==> src/rtl/imem_pkg.sv <==
// imem_pkg: shared constants, grant encoding and fetch address helper for the instruction RAM arbiter
package imem_pkg;
  localparam logic [31:0] NOP_INSTR = 32'h0000_0013;
  typedef enum logic [1:0] {GRANT_NONE, GRANT_FETCH, GRANT_LOAD} grant_t;
  function automatic logic word_in_range(input logic [31:0] addr, input int unsigned depth);
    return (addr >> 2) < depth;
  endfunction
endpackage

==> src/rtl/imem_arbiter_if.sv <==
// imem_arbiter_if: fetch, loader and RAM bus signals around the instruction RAM arbiter
interface imem_arbiter_if #(parameter int ADDR_W = 3);
  logic fetch_req;
  logic [31:0] fetch_addr;
  logic fetch_gnt;
  logic fetch_rvalid;
  logic [31:0] fetch_rdata;
  logic fetch_err;
  logic ld_req;
  logic [ADDR_W-1:0] ld_addr;
  logic [31:0] ld_wdata;
  logic ld_gnt;
  logic mem_en;
  logic mem_we;
  logic [ADDR_W-1:0] mem_addr;
  logic [31:0] mem_wdata;
  logic [31:0] mem_rdata;
  modport slave (
    input fetch_req, fetch_addr, ld_req, ld_addr, ld_wdata, mem_rdata,
    output fetch_gnt, fetch_rvalid, fetch_rdata, fetch_err, ld_gnt, mem_en, mem_we, mem_addr, mem_wdata
  );
  modport master (
    output fetch_req, fetch_addr, ld_req, ld_addr, ld_wdata, mem_rdata,
    input fetch_gnt, fetch_rvalid, fetch_rdata, fetch_err, ld_gnt, mem_en, mem_we, mem_addr, mem_wdata
  );
endinterface

==> src/rtl/imem_fetch_resp.sv <==
// imem_fetch_resp: one-cycle fetch response stage returning RAM data or an error NOP
module imem_fetch_resp import imem_pkg::*; #(
  parameter logic [31:0] NOP_WORD = NOP_INSTR
) (
  input  logic        clk,
  input  logic        rst,
  input  logic        rd_issue,
  input  logic        err_issue,
  input  logic [31:0] mem_rdata,
  output logic        rvalid,
  output logic        err,
  output logic [31:0] rdata
);
  logic rd_pending, err_pending;
  // remember what kind of fetch was accepted last cycle
  always_ff @(posedge clk) begin
    if (rst) begin
      rd_pending  <= 1'b0;
      err_pending <= 1'b0;
    end else begin
      rd_pending  <= rd_issue;
      err_pending <= err_issue;
    end
  end
  // reset drops an in-flight response immediately
  assign rvalid = (rd_pending | err_pending) & ~rst;
  assign err    = err_pending & ~rst;
  assign rdata  = rst ? 32'h0 : rd_pending ? mem_rdata : err_pending ? NOP_WORD : 32'h0;
endmodule

==> src/rtl/imem_arbiter.sv <==
// imem_arbiter: shares a single-port instruction RAM between CPU fetch and the program loader
module imem_arbiter import imem_pkg::*; #(
  parameter int          FW_LENGTH  = 8,
  parameter int          ADDR_W     = $clog2(FW_LENGTH),
  parameter int          MAX_STREAK = 4,
  parameter logic [31:0] NOP_INSTR  = imem_pkg::NOP_INSTR
) (
  input logic clk,
  input logic rst,
  imem_arbiter_if.slave bus
);
  logic       bad, force_fetch, rd_go;
  logic [3:0] streak;
  grant_t     grant;
  assign bad = (bus.fetch_addr[1:0] != 2'b00) || !word_in_range(bus.fetch_addr, FW_LENGTH);
  assign force_fetch = bus.fetch_req && streak == 4'(MAX_STREAK);
  // loader wins unless a waiting fetch has been starved for MAX_STREAK grants
  always_comb grant = rst ? GRANT_NONE : (bus.ld_req && !force_fetch) ? GRANT_LOAD : bus.fetch_req ? GRANT_FETCH : GRANT_NONE;
  assign bus.fetch_gnt = grant == GRANT_FETCH;
  assign bus.ld_gnt    = grant == GRANT_LOAD;
  assign rd_go         = bus.fetch_gnt && !bad;
  assign bus.mem_en    = bus.ld_gnt || rd_go;
  assign bus.mem_we    = bus.ld_gnt;
  assign bus.mem_addr  = bus.ld_gnt ? bus.ld_addr : rd_go ? bus.fetch_addr[ADDR_W+1:2] : '0;
  assign bus.mem_wdata = bus.ld_gnt ? bus.ld_wdata : 32'h0;
  // count loader grants taken while a fetch waits
  always_ff @(posedge clk) begin
    if (rst || !bus.fetch_req || bus.fetch_gnt) streak <= '0;
    else if (bus.ld_gnt && streak != 4'(MAX_STREAK)) streak <= streak + 4'd1;
  end
  imem_fetch_resp #(.NOP_WORD(NOP_INSTR)) u_resp (
    .clk       (clk),
    .rst       (rst),
    .rd_issue  (rd_go),
    .err_issue (bus.fetch_gnt && bad),
    .mem_rdata (bus.mem_rdata),
    .rvalid    (bus.fetch_rvalid),
    .err       (bus.fetch_err),
    .rdata     (bus.fetch_rdata)
  );
endmodule

==> src/flat_wrapper.sv <==
// flat-port wrapper written by rule: the top's interface ports become plain ports
module imem_arbiter_flat import imem_pkg::*;
#(
  parameter int          FW_LENGTH  = 8,
  parameter int          ADDR_W     = $clog2(FW_LENGTH),
  parameter int          MAX_STREAK = 4,
  parameter logic [31:0] NOP_INSTR  = imem_pkg::NOP_INSTR
)
  (clk, rst, bus_fetch_req, bus_fetch_addr, bus_ld_req, bus_ld_addr, bus_ld_wdata, bus_mem_rdata, bus_fetch_gnt, bus_fetch_rvalid, bus_fetch_rdata, bus_fetch_err, bus_ld_gnt, bus_mem_en, bus_mem_we, bus_mem_addr, bus_mem_wdata);
  imem_arbiter_if #(.ADDR_W(ADDR_W)) bus_i ();
  input logic clk;
  input logic rst;
  input wire logic [$bits(bus_i.fetch_req)-1:0] bus_fetch_req;
  input wire logic [$bits(bus_i.fetch_addr)-1:0] bus_fetch_addr;
  input wire logic [$bits(bus_i.ld_req)-1:0] bus_ld_req;
  input wire logic [$bits(bus_i.ld_addr)-1:0] bus_ld_addr;
  input wire logic [$bits(bus_i.ld_wdata)-1:0] bus_ld_wdata;
  input wire logic [$bits(bus_i.mem_rdata)-1:0] bus_mem_rdata;
  output wire logic [$bits(bus_i.fetch_gnt)-1:0] bus_fetch_gnt;
  output wire logic [$bits(bus_i.fetch_rvalid)-1:0] bus_fetch_rvalid;
  output wire logic [$bits(bus_i.fetch_rdata)-1:0] bus_fetch_rdata;
  output wire logic [$bits(bus_i.fetch_err)-1:0] bus_fetch_err;
  output wire logic [$bits(bus_i.ld_gnt)-1:0] bus_ld_gnt;
  output wire logic [$bits(bus_i.mem_en)-1:0] bus_mem_en;
  output wire logic [$bits(bus_i.mem_we)-1:0] bus_mem_we;
  output wire logic [$bits(bus_i.mem_addr)-1:0] bus_mem_addr;
  output wire logic [$bits(bus_i.mem_wdata)-1:0] bus_mem_wdata;
  assign bus_i.fetch_req = bus_fetch_req;
  assign bus_i.fetch_addr = bus_fetch_addr;
  assign bus_i.ld_req = bus_ld_req;
  assign bus_i.ld_addr = bus_ld_addr;
  assign bus_i.ld_wdata = bus_ld_wdata;
  assign bus_i.mem_rdata = bus_mem_rdata;
  assign bus_fetch_gnt = bus_i.fetch_gnt;
  assign bus_fetch_rvalid = bus_i.fetch_rvalid;
  assign bus_fetch_rdata = bus_i.fetch_rdata;
  assign bus_fetch_err = bus_i.fetch_err;
  assign bus_ld_gnt = bus_i.ld_gnt;
  assign bus_mem_en = bus_i.mem_en;
  assign bus_mem_we = bus_i.mem_we;
  assign bus_mem_addr = bus_i.mem_addr;
  assign bus_mem_wdata = bus_i.mem_wdata;
  imem_arbiter #(.FW_LENGTH(FW_LENGTH), .ADDR_W(ADDR_W), .MAX_STREAK(MAX_STREAK), .NOP_INSTR(NOP_INSTR)) u_core (.clk(clk), .rst(rst), .bus(bus_i));
endmodule
==> config.mk <==
export PLATFORM = sky130hd
export DESIGN_NAME = imem_arbiter_flat
export DESIGN_NICKNAME = d
export VERILOG_FILES = /design/src/rtl/imem_pkg.sv /design/src/rtl/imem_arbiter_if.sv /design/src/rtl/imem_fetch_resp.sv /design/src/rtl/imem_arbiter.sv /design/src/flat_wrapper.sv
export SDC_FILE = /design/constraint.sdc
export NUM_CORES = 1
export LEC_CHECK = 0
export CAP_MARGIN = 5
export CELL_PAD_IN_SITES_DETAIL_PLACEMENT = 0
export CELL_PAD_IN_SITES_GLOBAL_PLACEMENT = 1
export CORE_ASPECT_RATIO = 0.9
export CORE_MARGIN = 1.5
export CORE_UTILIZATION = 10
export CTS_CLUSTER_SIZE = 12
export DETAILED_ROUTE_END_ITERATION = 7
export PLACE_DENSITY_LB_ADDON = 0.1
export SYNTH_ARGS = -nofsm -noshare
export SYNTH_HDL_FRONTEND = slang
export SYNTH_HIERARCHICAL = 1
export SYNTH_SLANG_ARGS = --single-unit
==> constraint.sdc <==
create_clock -name clk -period 1.9 [get_ports clk]
set_input_delay 0.285 -clock clk [delete_from_list [all_inputs] [get_ports clk]]
set_output_delay 0.285 -clock clk [all_outputs]
set_load 0.005 [all_outputs]
==> reports/qor.yml <==
final_util_pct: 38.1
drive_above_1_share_pct: 34.5
cts_buffers: 3
fin_crit_ps: 2040
grt_pass1_vias: 1668
root_buffer: "clkbuf_8"
vias: 1696
layout.nets: 449
htree_levels: 1
die_x_um: 103
power_w: 0.000730
vias_per_cell: 3.68
drtAntennaViolNets: 0
p_per_area_nw_per_um2: 221
cp.arrival_ps: 1750
num_rows: 32
startpoint_type: "register"
clkTransAtPathRegs_ps: 40
grt_pass1_wl_mm: 7.65
drt_first_pass_iters: 4
start_util_pct: 10.5
synth_seq_cells: 6
grt_usage_pct: 10.2
die_h_um: 93.4
port-buffer-count: 175
synth_area_per_cell_um2: 6.99
setup_ws_ps: -138
yosysSeqAreaShare_pct: 13.2
grt-ovfl-total: 0
cp_slowest_cell: "dfxtp_2"
dieArea_um2: 9670
drv_cap: 0
reg2reg_depth: 11
synth_cell_type_count: 29
rsz0062_at_grt: "true"
antenna-diode-count: 0
critical-path-max-stage-delay_ps: 320
tritoncts: "built"
hold_class: "in2reg"
core_um2: 8690
ios: 176
timing.fmax_ghz: 0.491
drc_errors: 0
ir_worst_vdd_mv: 0.115
synth_nets: 235
ys_warn_count: 6
p_leak_nw: 1.62
routed_wl_mm: 5.50
status: "complete, but fails checks"
holdPathStages: 4
gp_congestion: 0.704
worst-path-max-fanout: 7
skew_ps: 2.88
clockBufferDepth: 2
period_share_pct: 107
antenna_found_initial: 0
syn_area_um2: 908
syn_inst: 130
setup_violations: 35
clk_latency_ps: 220
dr.first_iter.drc_count: 24
worstPathCellList: "inv_2, ha_4, and3b_4, a21oi_4, buf_12, buf_16, buf_12, buf_6, and2_4, buf_6"
routedWlPerCell_um: 11.9
critical_path_class: "reg2out"
dp_hpwl_mm: 4.02
grt_max_degree: 16
nFillCells: 916
violations: "setup timing"
clkSinkCount: 6
endpoint_kind: "output port"
worst_slew_pin_slew_ps: 331
relSlewSlack_pct: 77.8
hold_viol_final: 0
syn2layout_area_growth_pct: 264
slew_violations: 0
cp_data_required_time_ps: 1620
[metal layers]
metal / vias to the layer above / track usage, % / part of all wire (%)
met3: 2 / 2.54 / 14
met2: 124 / 19.6 / 49
li1: 846 / - / -
met5: - / 0 / 0
met4: 0 / 3.04 / 0.62
met1: 724 / 10.7 / 36
[Yosys cell counts]
cell type	number	share of area, %
ha_1	2	2.8
nand3_1	1	0.55
nor2_1	10	4.1
nand2b_1	2	1.4
o21ai_2	1	0.96
and3b_4	1	1.4
a22o_1	3	2.9
nor3b_2	1	1.4
buf_2	2	1.1
a21oi_2	1	0.96
nor2b_1	3	2.1
buf_4	3	2.5
and2_1	61	42
buf_6	2	2.5
a211oi_1	1	0.83
nor3_1	2	1.1
and2b_1	1	0.83
or2_1	1	0.69
nor4_1	6	4.1
inv_1	5	2.1
clkbuf_2	1	0.55
mux2i_1	1	1.1
a21oi_1	4	2.2
nand2_1	4	1.7
nor2b_2	1	0.96
nand4_1	2	1.4
dfxtp_1	6	13
nor3_4	1	1.8
o2111ai_1	1	0.96
[final timing paths]
kind | to | startpoint | slack [ps]
setup / recovery | bus_mem_wdata[20] | u_core/streak[1]$_SDFFE_PP0P_ | -140
hold / removal | u_core/streak[0]$_SDFFE_PP0P_ | rst | 500
setup reg to reg | u_core/streak[2]$_SDFFE_PP0P_ | u_core/streak[1]$_SDFFE_PP0P_ | 120
hold reg to reg | u_core/streak[0]$_SDFFE_PP0P_ | u_core/streak[0]$_SDFFE_PP0P_ | 510
[layout by cell type (no fill, tap or decap), types with 2 or more instances in the layout]
| cell | count |
|---|---|
| nor2_1 | 10 |
| buf_6 | 26 |
| buf_12 | 3 |
| and2_1 | 44 |
| clkbuf_8 | 3 |
| inv_1 | 3 |
| buf_8 | 2 |
| a21oi_1 | 4 |
| nand2_1 | 4 |
| clkdlybuf4s50_1 | 92 |
| nor3_1 | 2 |
| nor4_2 | 5 |
| dfxtp_2 | 2 |
| a22o_1 | 3 |
| inv_2 | 2 |
| and2_4 | 17 |
| buf_4 | 23 |
| buf_2 | 12 |
| clkbuf_2 | 2 |
| buf_16 | 3 |
| nand4_1 | 2 |
| nor2b_1 | 2 |
| dlymetal6s2s_1 | 6 |
| dlygate4sd2_1 | 39 |
| dfxtp_1 | 3 |
| clkdlybuf4s15_2 | 8 |
[report_power, final]
group / switching [W] / internal (W)
clock network: 0.0000559 / 0.000136
logic: 0.000104 / 0.000305
registers: 0.00000142 / 0.000128
total: 0.000161 / 0.000569
[stage by stage]
stage	std cells	hold WS, ps	instance area, um^2	setup slack [ps]	setup TNS, ps
after floorplan	130	357	908	243	0
after CTS	458	513	3190	-155	-3160
final	461	496	3310	-138	-2750
after global routing	461	538	3310	-223	-5960
after detailed placement	430	518	2880	-591	-19690
after global placement	430	511	2880	-599	-21550
[worst max-delay path: cells and delay by family, from the launching register on]
family	cells	cell delay, ps
flip-flops	1	320
buffers and inverters	6	560
adder cells (fa/ha/maj)	1	150
AO/OA/AOI/OAI	1	180
AND/OR/NAND/NOR	2	320
[layout make-up]
type	count	area, um^2	area share (%)
inverters	5	18.8	0.568
flip-flops and latches	6	126	3.82
well taps	119	149	4.50
repair buffers	217	2150	64.9
clock buffers	3	41.3	1.25
multi-input cells	111	826	25.0
[what timing repair did]
action | 4_1_cts | 5_1_grt
hold buffers | 0 | 0
gates cloned | 4 | 0
setup buffers | 22 | 6
setup endpoints to repair | 68 | 40
pin swaps | 22 | 16
resized for setup | 214 | 41
[kinds of logic after synthesis]
logic type,share of synthesized area (%)
flip-flops,13.2
AO/OA/AOI/OAI,8.82
multiplexers,1.10
adder cells (fa/ha/maj),2.75
AND/OR/NAND/NOR,65.4
buffers and inverters,8.68
[state kept, by name (all words and copies together), names as in the netlist]
| register | cells |
|---|---|
| u_core/u_resp/err_pending | 1 |
| u_core/streak | 4 |
| u_core/u_resp/rd_pending | 1 |
(Power assumes the default switching activity.)
